**config.mk**
```make
export PLATFORM = sky130hd
export DESIGN_NAME = my_mod_ramp_gen_v1_flat
export DESIGN_NICKNAME = d
export VERILOG_FILES = /design/src/rtl/my_mod_ramp_gen_v1_pkg.sv /design/src/rtl/my_mod_ramp_gen_v1_if.sv /design/src/rtl/my_mod_ramp_gen_v1_half_timer.sv /design/src/rtl/my_mod_ramp_gen_v1.sv /design/src/flat_wrapper.sv
export SDC_FILE = /design/constraint.sdc
export NUM_CORES = 1
export LEC_CHECK = 0
export ABC_CLOCK_PERIOD_IN_PS = 3600
export CORE_MARGIN = 5
export CORE_UTILIZATION = 30
export CTS_CLUSTER_DIAMETER = 50
export DETAILED_ROUTE_END_ITERATION = 6
export HOLD_SLACK_MARGIN = 0.12
export PLACE_DENSITY = 0.66
export SLEW_MARGIN = 40
export SYNTH_ARGS = -nofsm -noshare
export SYNTH_HDL_FRONTEND = slang
export SYNTH_SLANG_ARGS = --single-unit
```
**constraint.sdc**
```tcl
create_clock -name i_clk -period 3.6 [get_ports i_clk]
set_input_delay 0.72 -clock i_clk [delete_from_list [all_inputs] [get_ports i_clk]]
set_output_delay 0.72 -clock i_clk [all_outputs]
set_load 0.05 [all_outputs]
```
**src/rtl/my_mod_ramp_gen_v1_pkg.sv**
```systemverilog
// Shared types and constants for the modulation/ramp generator.
package my_mod_pkg;

  typedef enum logic [1:0] {
    IDLE  = 2'd0,
    MOD_H = 2'd1,
    MOD_L = 2'd2
  } mod_state_t;

  localparam logic [31:0] MIN_HALF_CNT = 32'd2;

  function automatic logic [31:0] clamp_half(input logic [31:0] v);
    return (v < MIN_HALF_CNT) ? MIN_HALF_CNT : v;
  endfunction

endpackage

```
**src/rtl/my_mod_ramp_gen_v1_if.sv**
```systemverilog
// Control/loop inputs and DAC/status outputs of the ramp generator.
interface my_mod_ramp_gen_v1_if #(
  parameter int DAC_BIT = 16,
  parameter int ACC_W   = 32
);
  logic                      i_en;
  logic [31:0]               i_half_cnt;
  logic signed [31:0]        i_mod_amp_h;
  logic signed [31:0]        i_mod_amp_l;
  logic signed [31:0]        i_step;
  logic                      i_step_sync;
  logic                      i_ramp_sync;
  logic                      o_status;
  logic                      o_trig;
  logic signed [DAC_BIT-1:0] o_dac;
  logic [ACC_W-1:0]          o_ramp;
  logic [1:0]                o_cstate;

  modport master (
    output i_en, i_half_cnt, i_mod_amp_h, i_mod_amp_l, i_step, i_step_sync, i_ramp_sync,
    input  o_status, o_trig, o_dac, o_ramp, o_cstate
  );

  modport slave (
    input  i_en, i_half_cnt, i_mod_amp_h, i_mod_amp_l, i_step, i_step_sync, i_ramp_sync,
    output o_status, o_trig, o_dac, o_ramp, o_cstate
  );
endinterface

```
**src/rtl/my_mod_ramp_gen_v1_half_timer.sv**
```systemverilog
// Half-period down-counter: load with clamped length, terminal count at 1.
module my_half_timer
  import my_mod_pkg::*;
(
  input  logic        i_clk,
  input  logic        i_rst_n,
  input  logic        i_clr,
  input  logic        i_load,
  input  logic [31:0] i_half_cnt,
  output logic        o_tc
);

  logic [31:0] cnt_q, cnt_d;

  always_comb begin
    cnt_d = cnt_q;
    if (i_clr) begin
      cnt_d = '0;
    end else if (i_load) begin
      cnt_d = clamp_half(i_half_cnt);
    end else if (cnt_q != '0) begin
      cnt_d = cnt_q - 32'd1;
    end
  end

  always_ff @(posedge i_clk or negedge i_rst_n) begin
    if (!i_rst_n) begin
      cnt_q <= '0;
    end else begin
      cnt_q <= cnt_d;
    end
  end

  assign o_tc = (cnt_q == 32'd1);

endmodule

```
**src/rtl/my_mod_ramp_gen_v1.sv**
```systemverilog
// Square-wave bias modulation plus wrapping phase ramp feeding the DAC.
// Closed-loop ramp is enabled by defining MOD_RAMP_EN; otherwise open-loop modulation only.
module my_mod_ramp_gen_v1
  import my_mod_pkg::*;
#(
  parameter int DAC_BIT = 16,
  parameter int ACC_W   = 32
) (
  input logic                  i_clk,
  input logic                  i_rst_n,
  my_mod_ramp_gen_v1_if.slave  bus
);

  mod_state_t         state_q, state_d;
  logic               status_q, status_d;
  logic               trig_q, trig_d;
  logic [DAC_BIT-1:0] dac_q, dac_d;
  logic [ACC_W-1:0]   ramp_q;
  logic [ACC_W-1:0]   amp_sel;
  logic [ACC_W-1:0]   dac_sum;
  logic               load;
  logic               tc;

  my_half_timer u_timer (
    .i_clk      (i_clk),
    .i_rst_n    (i_rst_n),
    .i_clr      (!bus.i_en),
    .i_load     (load),
    .i_half_cnt (bus.i_half_cnt),
    .o_tc       (tc)
  );

  always_comb begin
    state_d  = state_q;
    status_d = status_q;
    trig_d   = 1'b0;
    dac_d    = dac_q;
    load     = 1'b0;
    amp_sel  = ACC_W'(bus.i_mod_amp_h);
    if (!bus.i_en) begin
      state_d  = IDLE;
      status_d = 1'b0;
      dac_d    = '0;
    end else begin
      case (state_q)
        IDLE: begin
          state_d = MOD_H;
          load    = 1'b1;
        end
        MOD_H: if (tc) begin
          state_d = MOD_L;
          load    = 1'b1;
          amp_sel = ACC_W'(bus.i_mod_amp_l);
        end
        MOD_L: if (tc) begin
          state_d = MOD_H;
          load    = 1'b1;
        end
        default: state_d = IDLE;
      endcase
    end
    // DAC samples the pre-update ramp, so a same-cycle ramp_sync shows up one half later.
    dac_sum = ramp_q + amp_sel;
    if (load) begin
      status_d = (state_d == MOD_H);
      trig_d   = 1'b1;
      dac_d    = dac_sum[ACC_W-1 -: DAC_BIT];
    end
  end

  always_ff @(posedge i_clk or negedge i_rst_n) begin
    if (!i_rst_n) begin
      state_q  <= IDLE;
      status_q <= 1'b0;
      trig_q   <= 1'b0;
      dac_q    <= '0;
    end else begin
      state_q  <= state_d;
      status_q <= status_d;
      trig_q   <= trig_d;
      dac_q    <= dac_d;
    end
  end

`ifdef MOD_RAMP_EN
  logic [ACC_W-1:0] step_q, step_d;
  logic [ACC_W-1:0] ramp_d;

  always_comb begin
    step_d = bus.i_step_sync ? ACC_W'(bus.i_step) : step_q;
    ramp_d = ramp_q;
    if (bus.i_ramp_sync) begin
      ramp_d = ramp_q + step_q;
    end
    if (!bus.i_en) begin
      ramp_d = '0;
    end
  end

  always_ff @(posedge i_clk or negedge i_rst_n) begin
    if (!i_rst_n) begin
      step_q <= '0;
      ramp_q <= '0;
    end else begin
      step_q <= step_d;
      ramp_q <= ramp_d;
    end
  end
`else
  logic unused_sync;
  assign unused_sync = ^{bus.i_step, bus.i_step_sync, bus.i_ramp_sync};
  assign ramp_q      = '0;
`endif

  assign bus.o_status = status_q;
  assign bus.o_trig   = trig_q;
  assign bus.o_dac    = dac_q;
  assign bus.o_ramp   = ramp_q;
  assign bus.o_cstate = state_q;

endmodule

```
**src/flat_wrapper.sv**
```systemverilog
// flat-port wrapper written by rule: the top's interface ports become plain ports
module my_mod_ramp_gen_v1_flat import my_mod_pkg::*;
#(
  parameter int DAC_BIT = 16,
  parameter int ACC_W   = 32
)
  (i_clk, i_rst_n, bus_i_en, bus_i_half_cnt, bus_i_mod_amp_h, bus_i_mod_amp_l, bus_i_step, bus_i_step_sync, bus_i_ramp_sync, bus_o_status, bus_o_trig, bus_o_dac, bus_o_ramp, bus_o_cstate);
  my_mod_ramp_gen_v1_if #(.DAC_BIT(DAC_BIT), .ACC_W(ACC_W)) bus_i ();
  input logic i_clk;
  input logic i_rst_n;
  input wire logic [$bits(bus_i.i_en)-1:0] bus_i_en;
  input wire logic [$bits(bus_i.i_half_cnt)-1:0] bus_i_half_cnt;
  input wire logic [$bits(bus_i.i_mod_amp_h)-1:0] bus_i_mod_amp_h;
  input wire logic [$bits(bus_i.i_mod_amp_l)-1:0] bus_i_mod_amp_l;
  input wire logic [$bits(bus_i.i_step)-1:0] bus_i_step;
  input wire logic [$bits(bus_i.i_step_sync)-1:0] bus_i_step_sync;
  input wire logic [$bits(bus_i.i_ramp_sync)-1:0] bus_i_ramp_sync;
  output wire logic [$bits(bus_i.o_status)-1:0] bus_o_status;
  output wire logic [$bits(bus_i.o_trig)-1:0] bus_o_trig;
  output wire logic [$bits(bus_i.o_dac)-1:0] bus_o_dac;
  output wire logic [$bits(bus_i.o_ramp)-1:0] bus_o_ramp;
  output wire logic [$bits(bus_i.o_cstate)-1:0] bus_o_cstate;
  assign bus_i.i_en = bus_i_en;
  assign bus_i.i_half_cnt = bus_i_half_cnt;
  assign bus_i.i_mod_amp_h = bus_i_mod_amp_h;
  assign bus_i.i_mod_amp_l = bus_i_mod_amp_l;
  assign bus_i.i_step = bus_i_step;
  assign bus_i.i_step_sync = bus_i_step_sync;
  assign bus_i.i_ramp_sync = bus_i_ramp_sync;
  assign bus_o_status = bus_i.o_status;
  assign bus_o_trig = bus_i.o_trig;
  assign bus_o_dac = bus_i.o_dac;
  assign bus_o_ramp = bus_i.o_ramp;
  assign bus_o_cstate = bus_i.o_cstate;
  my_mod_ramp_gen_v1 #(.DAC_BIT(DAC_BIT), .ACC_W(ACC_W)) u_core (.i_clk(i_clk), .i_rst_n(i_rst_n), .bus(bus_i));
endmodule
```
==> qor.yml, run 1 <==
power:
  leakage_nw: 1.63
  irDropWorstVdd_mv: 0.148
  p_per_area_mw_per_mm2: 356
worst_setup_path:
  crit_arrival_ps: 3020
  worstSetupPathType: "reg -> reg"
  slowest_delay_ps: 570
  cp_slowest_cell: "or4_4"
  startpoint_type: "flop"
  crit_path_end_kind: "flop"
  worstPathRequired_ps: 3810
  startpoint: "u_core.u_timer.cnt_q[10]"
  crit_fanout: 17
  crit_path_frequent_cell: "or4_4"
  r2r-start: "u_core.u_timer.cnt_q[10]"
  cp_cell_sequence: "or4_4 > or4_4 > nor4_2 > nor2_1 > o21a_1 > a32o_1"
clock_tree:
  worst_skew_pair.late_latency_ps: 310
  post_cts_buffers: 0
  cts.sinks: 52
  cts_hold_buf: 0
  htree_levels: 2
  cts_made_buffers: 5
  clock_path_buffers: 2
  cts_resized: 0
  cts_tree: "done"
  clk_pin_slew_worst_paths_ps: 100
  cts_root_buffer: "clkbuf_8"
worst_hold_path:
  hold_class: "in -> async"
grt:
  grt_usage: 0.122
  grt_first_pass_wirelength_mm: 12.8
  grt_pass1_vias: 2585
  grt_antenna_before_repair: 0
  grt_max_degree: 42
  grt_remaining_overflow: 0
sta:
  finalHoldViolations: 0
  setup_slack_ps: 784
  worstMarginPinSlew_ps: 660
  final-setup-viol-count: 0
  rsz0062_at_grt: "no"
  skew_ps: 15.0
  maxSlewHeadroom: 0.560
  fin_setup_tns_ps: 0
  slew_viol_final: 0
  finalCritPeriodShare: 0.782
  period_needed_ps: 2820
  max_freq_ghz: 0.355
synth:
  ys_seq_elements: 52
  synth_area_mm2: 0.00316
  async_flop_share: 1.00
  syn_area_per_cell_um2: 9.99
  synth_edf_count: 0
  ys_seq_area_frac: 0.412
  synth_warnings: 0
  yosysUniqueCellTypes: 47
  synthFlopType: "dfrtp_1"
  syn_inst: 316
finish:
  drive_above_1_share: 0.0623
  nNetsFinal: 540
  postLayoutCoreUtil: 0.403
  antennaDiodeCount: 0
  final_cells: 537
  design_area_mm2: 0.00415
  area_growth_pct: 31.4
placed_design:
  postPlaceCellArea_mm2: 0.00406
  io_buffer_count: 86
  place_ws_ps: 761
  dpl.cell_count: 530
  dp_hpwl_mm: 6.03
  gp_congestion: 0.751
routing:
  detail-route-antenna-nets: 0
  remaining_drc_errors: 0
  via_per_inst: 4.79
  first_iter_violations: 96
  dr.pass1.iters: 4
  drt_wl_total_mm: 7.81
  num_vias: 2573
  routedWlPerCell_um: 14.5
floorplan:
  start_util: 0.307
  fp.dieW_um: 113
  num_rows: 37
  fp.dieH_um: 113
  io-pin-count: 185
  die_area_mm2: 0.0127
  core_mm2: 0.0103
run:
  maxCapViolCount: 0
run_status:
  status: "complete, no violations"
## power by group
part | switching (mW) | internal, mW | leakage, nW | total, mW
clock network | 0.193 | 0.154 | 0.0473 | 0.347
registers | 0.0450 | 0.631 | 0.686 | 0.676
logic | 0.270 | 0.185 | 0.893 | 0.455
total | 0.508 | 0.970 | 1.63 | 1.48
## final timing paths
path | endpoint | slack, ps | depth (start not counted)
min in group i_clk | u_core.bus.o_dac[9] | 500 | 1
setup / recovery | u_core.bus.o_status | 780 | 6
setup reg to reg | u_core.bus.o_status | 780 | 6
max in group asynchronous | u_core.bus.o_dac[6] | 2630 | 2
hold reg to reg | u_core.bus.o_dac[9] | 500 | 1
hold / removal | u_core.bus.o_dac[2] | 370 | 1
## through the flow
| step | power, mW | hold slack, ps |
|---|---|---|
| 2_1_floorplan | 1.00 | 424 |
| 3_3_place_gp | 1.13 | 473 |
| 3_5_place_dp | 1.14 | 476 |
| 4_1_cts | 1.50 | 392 |
| 5_1_grt | 1.57 | 402 |
| 6_report | 1.48 | 368 |
## logic make-up (layout without fill, tap and decap cells)
group / after synthesis / in the layout / synth area share
simple gates: 103 / 103 / 0.178
other cells: 1 / 32 / 0.00119
compound gates: 59 / 59 / 0.151
buf+inv: 53 / 107 / 0.111
mux: 16 / 16 / 0.0507
flops: 52 / 52 / 0.412
fa+ha+maj: 6 / 6 / 0.0238
xor+xnor: 26 / 26 / 0.0721
## area by class of cell
cell class | instances | area, um^2
tap | 136 | 170
sequential | 52 | 1300
inverter | 6 | 22.5
timing repair buffer | 94 | 933
multi-input combinational | 242 | 1630
fill | 1038 | 6130
clock buffer | 6 | 82.6
clock inverter | 1 | 8.76
## cells in the mapped netlist, types with 3 or more instances
master	count	area, um^2
a311oi_1	4	35.0
buf_2	7	35.0
mux2i_1	16	160
inv_1	6	22.5
clkbuf_1	6	22.5
xnor2_1	21	184
nand2_1	7	26.3
nor3_1	10	50.1
o2bb2ai_1	16	140
nor4_1	13	81.3
nand3_1	3	15.0
ha_1	6	75.1
xor2_1	5	43.8
o31ai_1	4	30.0
or4_1	6	45.0
a211oi_1	26	195
nor2_1	44	165
buf_4	32	240
dfrtp_1	52	1300
## sequential cells by signal, indices dropped and copies added (netlist names)
name,cells
u_core.bus.o_dac,16
u_core.u_timer.cnt_q,32
u_core.bus.o_status,1
u_core.bus.o_trig,1
u_core.bus.o_cstate,2
## worst max-delay path: cells and delay by family (launching register included)
kind,cells,cell delay [ps]
DFF,1,410
AOI/OAI and AO/OA,2,720
and+or+nand+nor,4,1570
## layout by cell type (no fill, tap or decap), types with 3 or more instances in the layout
master,instances
nand3_1,3
ha_1,6
xor2_1,5
dfrtp_1,52
nand2_1,7
nor4_1,13
clkbuf_8,6
o31ai_1,4
buf_4,7
clkdlybuf4s50_1,85
or4_1,6
conb_1,32
o2bb2ai_1,16
xnor2_1,21
nor3_1,10
inv_1,6
a311oi_1,4
mux2i_1,16
a211oi_1,26
nor2_1,44
## routing by layer
metal,track usage,vias to the layer above,part of all wire
li1,-,1257,-
met3,0.0345,4,0.071
met5,0,-,0
met2,0.199,84,0.48
met4,0.0192,0,0.0046
met1,0.163,1228,0.45
Note: power is estimated with default switching activity, not from simulation.
==> run 2, diff against run 1 <==
--- a/config.mk
+++ b/config.mk
@@ -5,7 +5,7 @@
 export SDC_FILE = /design/constraint.sdc
 export NUM_CORES = 1
 export LEC_CHECK = 0
-export ABC_CLOCK_PERIOD_IN_PS = 3600
+export ABC_CLOCK_PERIOD_IN_PS = 2700
 export CORE_MARGIN = 5
 export CORE_UTILIZATION = 30
 export CTS_CLUSTER_DIAMETER = 50
==> constraint.sdc (replaced) <==
create_clock -name i_clk -period 2.7 [get_ports i_clk]
set_input_delay 0.54 -clock i_clk [delete_from_list [all_inputs] [get_ports i_clk]]
set_output_delay 0.54 -clock i_clk [all_outputs]
set_load 0.05 [all_outputs]
==> qor.yml, run 2 (synthesized netlist as in run 1, its figures left out) <==
run_status:
  status: "complete, no violations"
finish:
  drive_above_1_share: 0.0817  # +0.0193
  largest_reg_flops: 32  # unchanged
  final_cell_mix: "clkdlybuf4s50_1 (85), dfrtp_1 (52), nor2_1 (44)"
  area_growth_pct: 34.2
  final_common_cell: "clkdlybuf4s50_1"
  antennaDiodeCount: 0  # unchanged
  regMostFlops: "u_core.u_timer.cnt_q"
  nNetsFinal: 542  # +0.37%
worst_hold_path:
  hold_class: "in -> async"
routing:
  first_iter_violations: 119  # +24%
  num_vias: 2582  # +0.35%
  remaining_drc_errors: 0  # unchanged
  drt_wl_total_mm: 7.86  # +0.63%
  detail-route-antenna-nets: 0  # unchanged
  dr.pass1.iters: 4  # unchanged
  via_per_inst: 4.78  # -0.21%
  routedWlPerCell_um: 14.6  # about the same
clock_tree:
  cts.sinks: 52  # unchanged
  cts_root_buffer: "clkbuf_8"
  worst_skew_pair.late_latency_ps: 320  # about the same
  cts_tree: "done"
  cts_made_buffers: 5  # unchanged
  clk_pin_slew_worst_paths_ps: 100  # about the same
  post_cts_buffers: 0  # unchanged
  clock_path_buffers: 2  # unchanged
  htree_levels: 2  # unchanged
worst_setup_path:
  r2r_cells: 7  # +1
  crit_path_end_kind: "flop"
  rrSetupSlack_ps: 130  # -660 ps
  worstPathRequired_ps: 2900  # -910 ps
  crit_fanout: 16  # -1
  crit_arrival_ps: 2770  # -250 ps
  regToRegEndpoint: "u_core.bus.o_dac[9]"
  r2r-start: "u_core.u_timer.cnt_q[10]"
  startpoint_type: "flop"
  worstSetupPathType: "reg -> reg"
grt:
  grt_remaining_overflow: 0  # unchanged
  grt_first_pass_wirelength_mm: 12.7  # -1.3%
  grt_max_degree: 53  # +26%
  grt_antenna_before_repair: 0  # unchanged
  grt_pass1_vias: 2610  # +0.97%
  grt_usage: 0.120  # -0.00195
sta:
  slew_viol_final: 0  # unchanged
  skew_ps: 11.6  # -3.34 ps
  maxSlewHeadroom: 0.563  # +0.00328
  worstMarginPinSlew_ps: 656  # -4.92 ps
  final-setup-viol-count: 0  # unchanged
  period_needed_ps: 2570  # -244 ps
  max_freq_ghz: 0.389  # +9.5%
  finalHoldViolations: 0  # unchanged
  fin_setup_tns_ps: 0  # unchanged
  finalCritPeriodShare: 0.953  # +0.170
power:
  leakage_nw: 1.67  # +2.5%
  irDropWorstVdd_mv: 0.240  # +62%
  p_per_area_mw_per_mm2: 490  # +37%
  power.total_mw: 2.08  # +40%
placed_design:
  gp_congestion: 0.783  # +4.3%
  dp_hpwl_mm: 5.93  # -1.7%
  io_buffer_count: 86  # unchanged
floorplan:
  start_util: 0.307  # unchanged
  die_area_mm2: 0.0127  # unchanged
  io-pin-count: 185  # unchanged
  num_rows: 37  # unchanged
  fp.dieW_um: 113  # unchanged
  fp.dieH_um: 113  # unchanged
  core_mm2: 0.0103  # unchanged
run:
  maxCapViolCount: 0  # unchanged
==> run 2: cell types whose count changed in the layout (fill, tap and decap cells not counted), moves of 2 or more <==
cell	before	now
buf_8	2	0
mux2i_1	16	14
mux2i_2	0	2
buf_12	0	3
==> run 2: how the worst max path moves through the flow <==
stage                                     endpoint  cells past startpoint                     start
final                          u_core.bus.o_dac[9]                      7  u_core.u_timer.cnt_q[10]
after global routing      u_core.u_timer.cnt_q[28]                      6  u_core.u_timer.cnt_q[10]
after CTS                      u_core.bus.o_dac[2]                      7  u_core.u_timer.cnt_q[10]
after detailed placement       u_core.bus.o_dac[3]                      7  u_core.u_timer.cnt_q[10]
after global placement        u_core.bus.o_dac[12]                      7  u_core.u_timer.cnt_q[10]
after floorplan               u_core.bus.o_dac[10]                      8  u_core.u_timer.cnt_q[10]
==> run 2: power breakdown <==
part / leakage (nW) / switching [mW] / internal, mW
combinational: 0.925 / 0.364 / 0.252
sequential: 0.686 / 0.0616 / 0.841
clock: 0.0558 / 0.275 / 0.281
==> run 2: repair_timing <==
| item | in CTS | in global routing |
|---|---|---|
| setup endpoints to repair | 0 | 30 |
| hold buffers | 0 | 0 |
| gates resized for setup | 0 | 7 |
==> run 2: final cells by class <==
cell class / count / area [um^2]
Tap cell: 136 / 170
Inverter: 6 / 22.5
Clock inverter: 2 / 38.8
Timing Repair Buffer: 96 / 968
Sequential cell: 52 / 1300
Multi-Input combinational cell: 242 / 1660
Fill cell: 1011 / 6040
Clock buffer: 6 / 72.6
==> run 2: routing by layer <==
| layer | GRT usage | vias to the layer above | routed length (um) |
|---|---|---|---|
| li1 | - | 1267 | - |
| met1 | 0.154 | 1208 | 3420 |
| met2 | 0.195 | 97 | 3700 |
| met3 | 0.0350 | 10 | 639 |
| met4 | 0.0329 | 0 | 98 |
| met5 | 0 | - | 0 |
==> run 2: through the flow <==
step | setup WS [ps] | util | std cells | area [um^2] | hold slack (ps)
2_1_floorplan | 124 | - | 347 | 3270 | 244
3_3_place_gp | 99.3 | 0.398 | 532 | 4090 | 473
3_5_place_dp | 48.6 | 0.398 | 532 | 4090 | 474
4_1_cts | 44.7 | 0.409 | 540 | 4200 | 354
5_1_grt | -3.87 | 0.412 | 540 | 4240 | 382
6_report | 128 | 0.412 | 540 | 4240 | 319
==> run 2: critical path, cell delays in order (launching register included) <==
cell and delay, ps:
dfrtp_1 420, or4_4 570, or4_4 550, nor4_4 190
and3_4 230, buf_12 170, mux2i_2 230, o2bb2ai_1 100
